## src/rtl/uart_rx_word32_if.sv

```systemverilog
`default_nettype none
// ============================================================================
//  Module   : uart_rx_word32_if
//  Brief    : Output bundle of the 32-bit UART word receiver. The receiver
//             drives it through the master modport; the consumer reads it
//             through the slave modport.
//  Revision : 1.0 - initial release
// ============================================================================
interface uart_rx_word32_if;
   logic [31:0] o_Rx_Word;
   logic        o_Rx_DV;
   logic [1:0]  o_Byte_Cnt;
   logic        o_Rx_Active;
   logic        o_Frame_Err;
   logic        o_Timeout_Err;

   modport master (
      output o_Rx_Word,
      output o_Rx_DV,
      output o_Byte_Cnt,
      output o_Rx_Active,
      output o_Frame_Err,
      output o_Timeout_Err
   );

   modport slave (
      input o_Rx_Word,
      input o_Rx_DV,
      input o_Byte_Cnt,
      input o_Rx_Active,
      input o_Frame_Err,
      input o_Timeout_Err
   );
endinterface
`default_nettype wire

```

## src/rtl/uart_rx_word32.sv

```systemverilog
`default_nettype none
// ============================================================================
//  Module   : uart_rx_word32
//  Brief    : 8N1 UART receiver that packs four bytes (first byte = [7:0])
//             into one 32-bit word, with frame-error and inter-byte idle
//             timeout detection.
//  Revision : 1.0 - initial release
// ============================================================================
module uart_rx_word32 #(
   parameter int unsigned CLKS_PER_BIT = 87,
   parameter int unsigned TIMEOUT_BITS = 20
) (
   input  logic             i_Clock,
   input  logic             i_Rst_n,
   input  logic             i_Rx_Serial,
   uart_rx_word32_if.master rx_bus
);

   localparam int unsigned CNT_W    = $clog2(CLKS_PER_BIT);
   localparam int unsigned TO_LIMIT = TIMEOUT_BITS * CLKS_PER_BIT;
   localparam int unsigned TO_W     = $clog2(TO_LIMIT);

   localparam logic [CNT_W-1:0] c_bit_last = CNT_W'(CLKS_PER_BIT - 1);
   localparam logic [CNT_W-1:0] c_half     = CNT_W'((CLKS_PER_BIT - 1) / 2);
   localparam logic [TO_W-1:0]  c_to_last  = TO_W'(TO_LIMIT - 1);

   typedef enum logic [2:0] {
      ST_IDLE    = 3'd0,
      ST_START   = 3'd1,
      ST_DATA    = 3'd2,
      ST_STOP    = 3'd3,
      ST_CLEANUP = 3'd4
   } state_t;

   state_t            state_q,       state_d;
   logic              sync1_q,       sync1_d;
   logic              sync2_q,       sync2_d;
   logic [CNT_W-1:0]  clk_cnt_q,     clk_cnt_d;
   logic [2:0]        bit_idx_q,     bit_idx_d;
   logic [7:0]        shift_q,       shift_d;
   logic [23:0]       slots_q,       slots_d;
   logic [1:0]        byte_cnt_q,    byte_cnt_d;
   logic [TO_W-1:0]   to_cnt_q,      to_cnt_d;
   logic [31:0]       rx_word_q,     rx_word_d;
   logic              rx_dv_q,       rx_dv_d;
   logic              rx_active_q,   rx_active_d;
   logic              frame_err_q,   frame_err_d;
   logic              timeout_err_q, timeout_err_d;

   logic              w_rx;

   assign w_rx = sync2_q;

   // Next-state logic: synchroniser, bit-level FSM, byte packing and idle timeout
   always_comb begin
      sync1_d       = i_Rx_Serial;
      sync2_d       = sync1_q;
      state_d       = state_q;
      clk_cnt_d     = clk_cnt_q;
      bit_idx_d     = bit_idx_q;
      shift_d       = shift_q;
      slots_d       = slots_q;
      byte_cnt_d    = byte_cnt_q;
      to_cnt_d      = to_cnt_q;
      rx_word_d     = rx_word_q;
      rx_dv_d       = 1'b0;
      frame_err_d   = 1'b0;
      timeout_err_d = 1'b0;

      case (state_q)
         ST_IDLE: begin
            clk_cnt_d = '0;
            bit_idx_d = '0;
            // Idle gap inside a partial word: abandon it once the limit is hit
            if (byte_cnt_q != 2'd0) begin
               if (to_cnt_q == c_to_last) begin
                  timeout_err_d = 1'b1;
                  byte_cnt_d    = 2'd0;
                  to_cnt_d      = '0;
               end else begin
                  to_cnt_d = to_cnt_q + 1'b1;
               end
            end else begin
               to_cnt_d = '0;
            end
            // A start edge coinciding with expiry still starts a byte, now in slot 0
            if (!w_rx) begin
               state_d  = ST_START;
               to_cnt_d = '0;
            end
         end

         ST_START: begin
            if (clk_cnt_q == c_half) begin
               clk_cnt_d = '0;
               state_d   = w_rx ? ST_IDLE : ST_DATA;
            end else begin
               clk_cnt_d = clk_cnt_q + 1'b1;
            end
         end

         ST_DATA: begin
            if (clk_cnt_q == c_bit_last) begin
               clk_cnt_d = '0;
               shift_d   = {w_rx, shift_q[7:1]};
               if (bit_idx_q == 3'd7) begin
                  bit_idx_d = '0;
                  state_d   = ST_STOP;
               end else begin
                  bit_idx_d = bit_idx_q + 1'b1;
               end
            end else begin
               clk_cnt_d = clk_cnt_q + 1'b1;
            end
         end

         ST_STOP: begin
            if (clk_cnt_q == c_bit_last) begin
               clk_cnt_d = '0;
               state_d   = ST_CLEANUP;
               if (w_rx) begin
                  case (byte_cnt_q)
                     2'd0:    slots_d[7:0]   = shift_q;
                     2'd1:    slots_d[15:8]  = shift_q;
                     2'd2:    slots_d[23:16] = shift_q;
                     default: begin
                        rx_word_d = {shift_q, slots_q};
                        rx_dv_d   = 1'b1;
                     end
                  endcase
                  // Wraps 3 -> 0 when the word completes
                  byte_cnt_d = byte_cnt_q + 2'd1;
               end else begin
                  frame_err_d = 1'b1;
                  byte_cnt_d  = 2'd0;
               end
            end else begin
               clk_cnt_d = clk_cnt_q + 1'b1;
            end
         end

         ST_CLEANUP: state_d = ST_IDLE;

         default: state_d = ST_IDLE;
      endcase

      rx_active_d = (state_d != ST_IDLE);
   end

   // State and registered outputs; line synchroniser resets to idle-high
   always_ff @(posedge i_Clock or negedge i_Rst_n) begin
      if (!i_Rst_n) begin
         state_q       <= ST_IDLE;
         sync1_q       <= 1'b1;
         sync2_q       <= 1'b1;
         clk_cnt_q     <= '0;
         bit_idx_q     <= '0;
         shift_q       <= '0;
         slots_q       <= '0;
         byte_cnt_q    <= '0;
         to_cnt_q      <= '0;
         rx_word_q     <= '0;
         rx_dv_q       <= 1'b0;
         rx_active_q   <= 1'b0;
         frame_err_q   <= 1'b0;
         timeout_err_q <= 1'b0;
      end else begin
         state_q       <= state_d;
         sync1_q       <= sync1_d;
         sync2_q       <= sync2_d;
         clk_cnt_q     <= clk_cnt_d;
         bit_idx_q     <= bit_idx_d;
         shift_q       <= shift_d;
         slots_q       <= slots_d;
         byte_cnt_q    <= byte_cnt_d;
         to_cnt_q      <= to_cnt_d;
         rx_word_q     <= rx_word_d;
         rx_dv_q       <= rx_dv_d;
         rx_active_q   <= rx_active_d;
         frame_err_q   <= frame_err_d;
         timeout_err_q <= timeout_err_d;
      end
   end

   assign rx_bus.o_Rx_Word     = rx_word_q;
   assign rx_bus.o_Rx_DV       = rx_dv_q;
   assign rx_bus.o_Byte_Cnt    = byte_cnt_q;
   assign rx_bus.o_Rx_Active   = rx_active_q;
   assign rx_bus.o_Frame_Err   = frame_err_q;
   assign rx_bus.o_Timeout_Err = timeout_err_q;

endmodule
`default_nettype wire

```

## src/flat_wrapper.sv

```systemverilog
// flat-port wrapper written by rule: the top's interface ports become plain ports
module uart_rx_word32_flat 
#(
   parameter int unsigned CLKS_PER_BIT = 87,
   parameter int unsigned TIMEOUT_BITS = 20
)
  (i_Clock, i_Rst_n, i_Rx_Serial, rx_bus_o_Rx_Word, rx_bus_o_Rx_DV, rx_bus_o_Byte_Cnt, rx_bus_o_Rx_Active, rx_bus_o_Frame_Err, rx_bus_o_Timeout_Err);
  uart_rx_word32_if rx_bus_i ();
  input  logic i_Clock;
  input  logic i_Rst_n;
  input  logic i_Rx_Serial;
  output wire logic [$bits(rx_bus_i.o_Rx_Word)-1:0] rx_bus_o_Rx_Word;
  output wire logic [$bits(rx_bus_i.o_Rx_DV)-1:0] rx_bus_o_Rx_DV;
  output wire logic [$bits(rx_bus_i.o_Byte_Cnt)-1:0] rx_bus_o_Byte_Cnt;
  output wire logic [$bits(rx_bus_i.o_Rx_Active)-1:0] rx_bus_o_Rx_Active;
  output wire logic [$bits(rx_bus_i.o_Frame_Err)-1:0] rx_bus_o_Frame_Err;
  output wire logic [$bits(rx_bus_i.o_Timeout_Err)-1:0] rx_bus_o_Timeout_Err;
  assign rx_bus_o_Rx_Word = rx_bus_i.o_Rx_Word;
  assign rx_bus_o_Rx_DV = rx_bus_i.o_Rx_DV;
  assign rx_bus_o_Byte_Cnt = rx_bus_i.o_Byte_Cnt;
  assign rx_bus_o_Rx_Active = rx_bus_i.o_Rx_Active;
  assign rx_bus_o_Frame_Err = rx_bus_i.o_Frame_Err;
  assign rx_bus_o_Timeout_Err = rx_bus_i.o_Timeout_Err;
  uart_rx_word32 #(.CLKS_PER_BIT(CLKS_PER_BIT), .TIMEOUT_BITS(TIMEOUT_BITS)) u_core (.i_Clock(i_Clock), .i_Rst_n(i_Rst_n), .i_Rx_Serial(i_Rx_Serial), .rx_bus(rx_bus_i));
endmodule
```

## config.mk

```make
export PLATFORM = sky130hd
export DESIGN_NAME = uart_rx_word32_flat
export DESIGN_NICKNAME = d
export VERILOG_FILES = /design/src/rtl/uart_rx_word32_if.sv /design/src/rtl/uart_rx_word32.sv /design/src/flat_wrapper.sv
export SDC_FILE = /design/constraint.sdc
export NUM_CORES = 1
export LEC_CHECK = 0
export BUFFER_PORTS_ARGS = -buffer_cell sky130_fd_sc_hd__buf_2
export CAP_MARGIN = 20
export CORE_MARGIN = 2
export CORE_UTILIZATION = 61
export CTS_BUF_LIST = sky130_fd_sc_hd__clkbuf_2 sky130_fd_sc_hd__clkbuf_4 sky130_fd_sc_hd__clkbuf_8
export DETAILED_ROUTE_END_ITERATION = 10
export HOLD_SLACK_MARGIN = 0.1
export PLACE_DENSITY = 0.82
export SYNTH_ARGS = -nofsm -noshare
export SYNTH_HDL_FRONTEND = slang
export SYNTH_SLANG_ARGS = --single-unit
```

## constraint.sdc

```tcl
create_clock -name i_Clock -period 2.7 [get_ports i_Clock]
set_input_delay 0.27 -clock i_Clock [delete_from_list [all_inputs] [get_ports i_Clock]]
set_output_delay 0.27 -clock i_Clock [all_outputs]
set_load 0.05 [all_outputs]
```

==> flow_summary.ini <==
[run_status]
outcome = completed

[clock_tree]
cts_tree = built
cts_buffers = 9
cts_root_buffer = clkbuf_8
insertion_delay_ns = 0.36
ctsLongestPathBuffers = 2
clkTransAtPathRegs_ns = 0.09
htreeDepth = 3
clock-sinks = 96

[die]
num_rows = 30
die_width_um = 86.82
dieArea_mm2 = 0.007538
io_pins = 41
initial_core_util_pct = 62.27
die_h_um = 86.82
core_area_mm2 = 0.006719

[pwr]
p_sw_share_pct = 23.13
total_power_w = 0.002471
p_seq_share_pct = 59.2
p_per_area_mw_per_mm2 = 529.5
comb_power_share_pct = 3.5
clkPwrFrac_pct = 37.3
leakagePower_nw = 2.467
peakVddDrop_v = 0.0003558
intPower_w = 0.001899
p_switching_w = 0.0005714

[yosys]
syn_inst = 304
ys_types = 45
netlist_area_mm2 = 0.004184
ys_seq_area_share_pct = 57.48
avgSynthCellArea_um2 = 13.76
syn_nets = 316
async_flop_share_pct = 100.0
synth-seq-cells = 96
synth_edf_count = 0
ys_warn_count = 0
synth_ff_type = dfrtp_1

[final_layout]
final_cells = 436
stdcell_area_mm2 = 0.004666
antenna_cells_inserted = 0
fillers = 463
drive_above_1_share_pct = 37.08
syn2layout_area_growth_pct = 11.51
fin_nets = 364
multi_input_area_mm2 = 0.001678
seqCellArea_mm2 = 0.002405

[grt]
gr-total-overflow = 0
grt_pass1_wl_um = 12230
antenna_found_initial = 0
gr-usage-all-layers_pct = 20.83
grt_max_degree = 52
grt_pass1_vias = 2587

[timing]
finalSetupViolations = 0
relSlewSlack_pct = 58.20
worst_slew_pin_slew_ns = 0.6233
rsz0062_at_grt = no
finalSetupTns_ns = 0
fin_crit_ns = 2.155
report.final.slew_viol_count = 0
fin_ws_ns = 0.5453
fmax_mhz = 464.1
fin_crit_sh_pct = 79.80
hold_violations = 0
fin_worst_skew_ns = 0.009804

[hold_path]
hold_class = register to register

[route]
wirelength_um = 6970
drc = 0
met2_length_um = 3330
drt-initial-drc-count = 111
vias = 2518
firstDrtPassIters = 4
antenna_left = 0
vias_per_cell = 5.775
post_drt_wl_per_cell_um = 15.99
drt-met1-wl_um = 3235
wl_met3_um = 278
highest_layer = met4

[placed_design]
gp_congestion = 0.8239
io_buffers = 40
pre_cts_slack_ns = 0.5680
placed_cells = 419
dpl-instance-area_mm2 = 0.004454
dp_hpwl_um = 4875

[setup_path]
path_class = register to register
crit_arrival_ns = 2.40
critPathMaxFanout = 8
worstPathRequired_ns = 2.94
cp-start-kind = register
critPathCaptureType = register

[job]
cap_violations = 0
==> power by group through the flow <==
stage / combinational [W] / clock (W) / sequential [W]
5_1_grt: 0.000101 / 0.000982 / 0.00147
2_1_floorplan: 0.0000478 / 0 / 0.00149
6_report: 0.0000858 / 0.000922 / 0.00146
3_5_place_dp: 0.0000852 / 0 / 0.00149
4_1_cts: 0.0000878 / 0.000947 / 0.00146
3_3_place_gp: 0.0000839 / 0 / 0.00149
==> cell families after synthesis <==
group | after synthesis | synth area share [%]
flip-flops | 96 | 57.48
AND/OR/NAND/NOR | 74 | 10.29
multiplexers | 64 | 19.83
AO/OA/AOI/OAI | 32 | 4.994
buffers and inverters | 18 | 2.422
XOR/XNOR | 11 | 2.303
adder cells (fa/ha/maj) | 9 | 2.691
==> per-layer routing <==
metal / vias up / global-route usage (%)
li1: 1186 / -
met1: 1260 / 27.82
met2: 61 / 33.52
met3: 11 / 5.333
met4: 0 / 6.818
met5: - / 0
==> synth_stat cells, types with 4 or more instances <==
cell type  instances  area, um2
inv_1             11      41.29
a21oi_1            7      35.03
nor3_1             4      20.02
nand4_1            5      31.28
o21ai_0            8      40.04
buf_6              4      45.04
mux2_4            29      435.4
xor2_1             8      70.07
nor2_1            17      63.81
ha_1               9      112.6
and2_1             4      25.02
dfrtp_1           94       2352
mux2_2            35      394.1
nand3_1            7      35.03
nand2_1           13      48.80
==> placed cells by master (no fill, tap or decap), types with 2 or more instances in the layout <==
cell type	instances
xor2_1	8
and4_1	3
buf_4	2
dfstp_2	2
or3_1	2
and2_1	4
clkbuf_8	9
a22oi_1	3
o2bb2ai_1	3
nand2_1	13
a21oi_1	7
nor2_1	17
clkinvlp_4	2
mux2_4	29
o21ai_0	8
nor3_1	4
dfrtp_1	94
dlygate4sd3_1	2
nand4_1	5
mux2_2	35
nand3_1	7
nand2_2	3
nor4b_1	2
a31oi_1	3
inv_6	2
a211oi_1	3
buf_2	39
nor4_1	2
xnor2_1	3
inv_1	11
ha_1	9
==> sequential cells by signal (all words and copies together) (netlist names) <==
| name | flops |
|---|---|
| u_core.rx_bus.o_Rx_Word | 32 |
| u_core.slots_q | 24 |
| u_core.to_cnt_q | 11 |
| u_core.shift_q | 8 |
| u_core.clk_cnt_q | 7 |
| u_core.bit_idx_q | 3 |
| u_core.state_q | 3 |
| u_core.rx_bus.o_Byte_Cnt | 2 |
| u_core.rx_bus.o_Frame_Err | 1 |
| u_core.rx_bus.o_Rx_Active | 1 |
| u_core.rx_bus.o_Rx_DV | 1 |
| u_core.rx_bus.o_Timeout_Err | 1 |
| u_core.sync1_q | 1 |
| u_core.sync2_q | 1 |
==> critical path: stages (launching register included) <==
cell	delay (ns)
dfrtp_1	0.43
inv_1	0.09
ha_1	0.17
nand4_1	0.19
nor3_1	0.47
nand2_1	0.33
mux2_2	0.35
==> path summary, 6_finish.rpt <==
path | startpoint | to | slack, ns | depth (start not counted)
setup / recovery | u_core.clk_cnt_q[0] | u_core.shift_q[3] | 0.55 | 6
hold / removal | u_core.sync1_q | u_core.sync2_q | 0.36 | 0
setup reg to reg | u_core.clk_cnt_q[0] | u_core.shift_q[3] | 0.55 | 6
hold reg to reg | u_core.sync1_q | u_core.sync2_q | 0.36 | 0
max in group asynchronous | i_Rst_n | u_core.sync2_q | 1.50 | 3
min in group asynchronous | i_Rst_n | u_core.rx_bus.o_Rx_Word[12] | 0.47 | 2
==> layout make-up <==
type | instances | area share, %
clock buffers | 9 | 2.655
clock inverters | 6 | 1.448
inverters | 11 | 0.8850
well taps | 80 | 2.145
multi-input cells | 190 | 35.96
repair buffers | 44 | 5.363
flip-flops and latches | 96 | 51.54
==> timing repair <==
action	4_1_cts	5_1_grt
hold endpoints to repair	51	0
resized for setup	0	0
buffers inserted	0	0
hold buffers	2	0
==> metrics by stage <==
stage	hold slack [ns]	utilization, %
after floorplan	-0.02559	-
after global placement	0.3257	66.29
after detailed placement	0.3326	66.29
after CTS	0.3645	69.44
after global routing	0.3678	69.44
final	0.3605	69.44
Power figures use the tool's default switching activity.
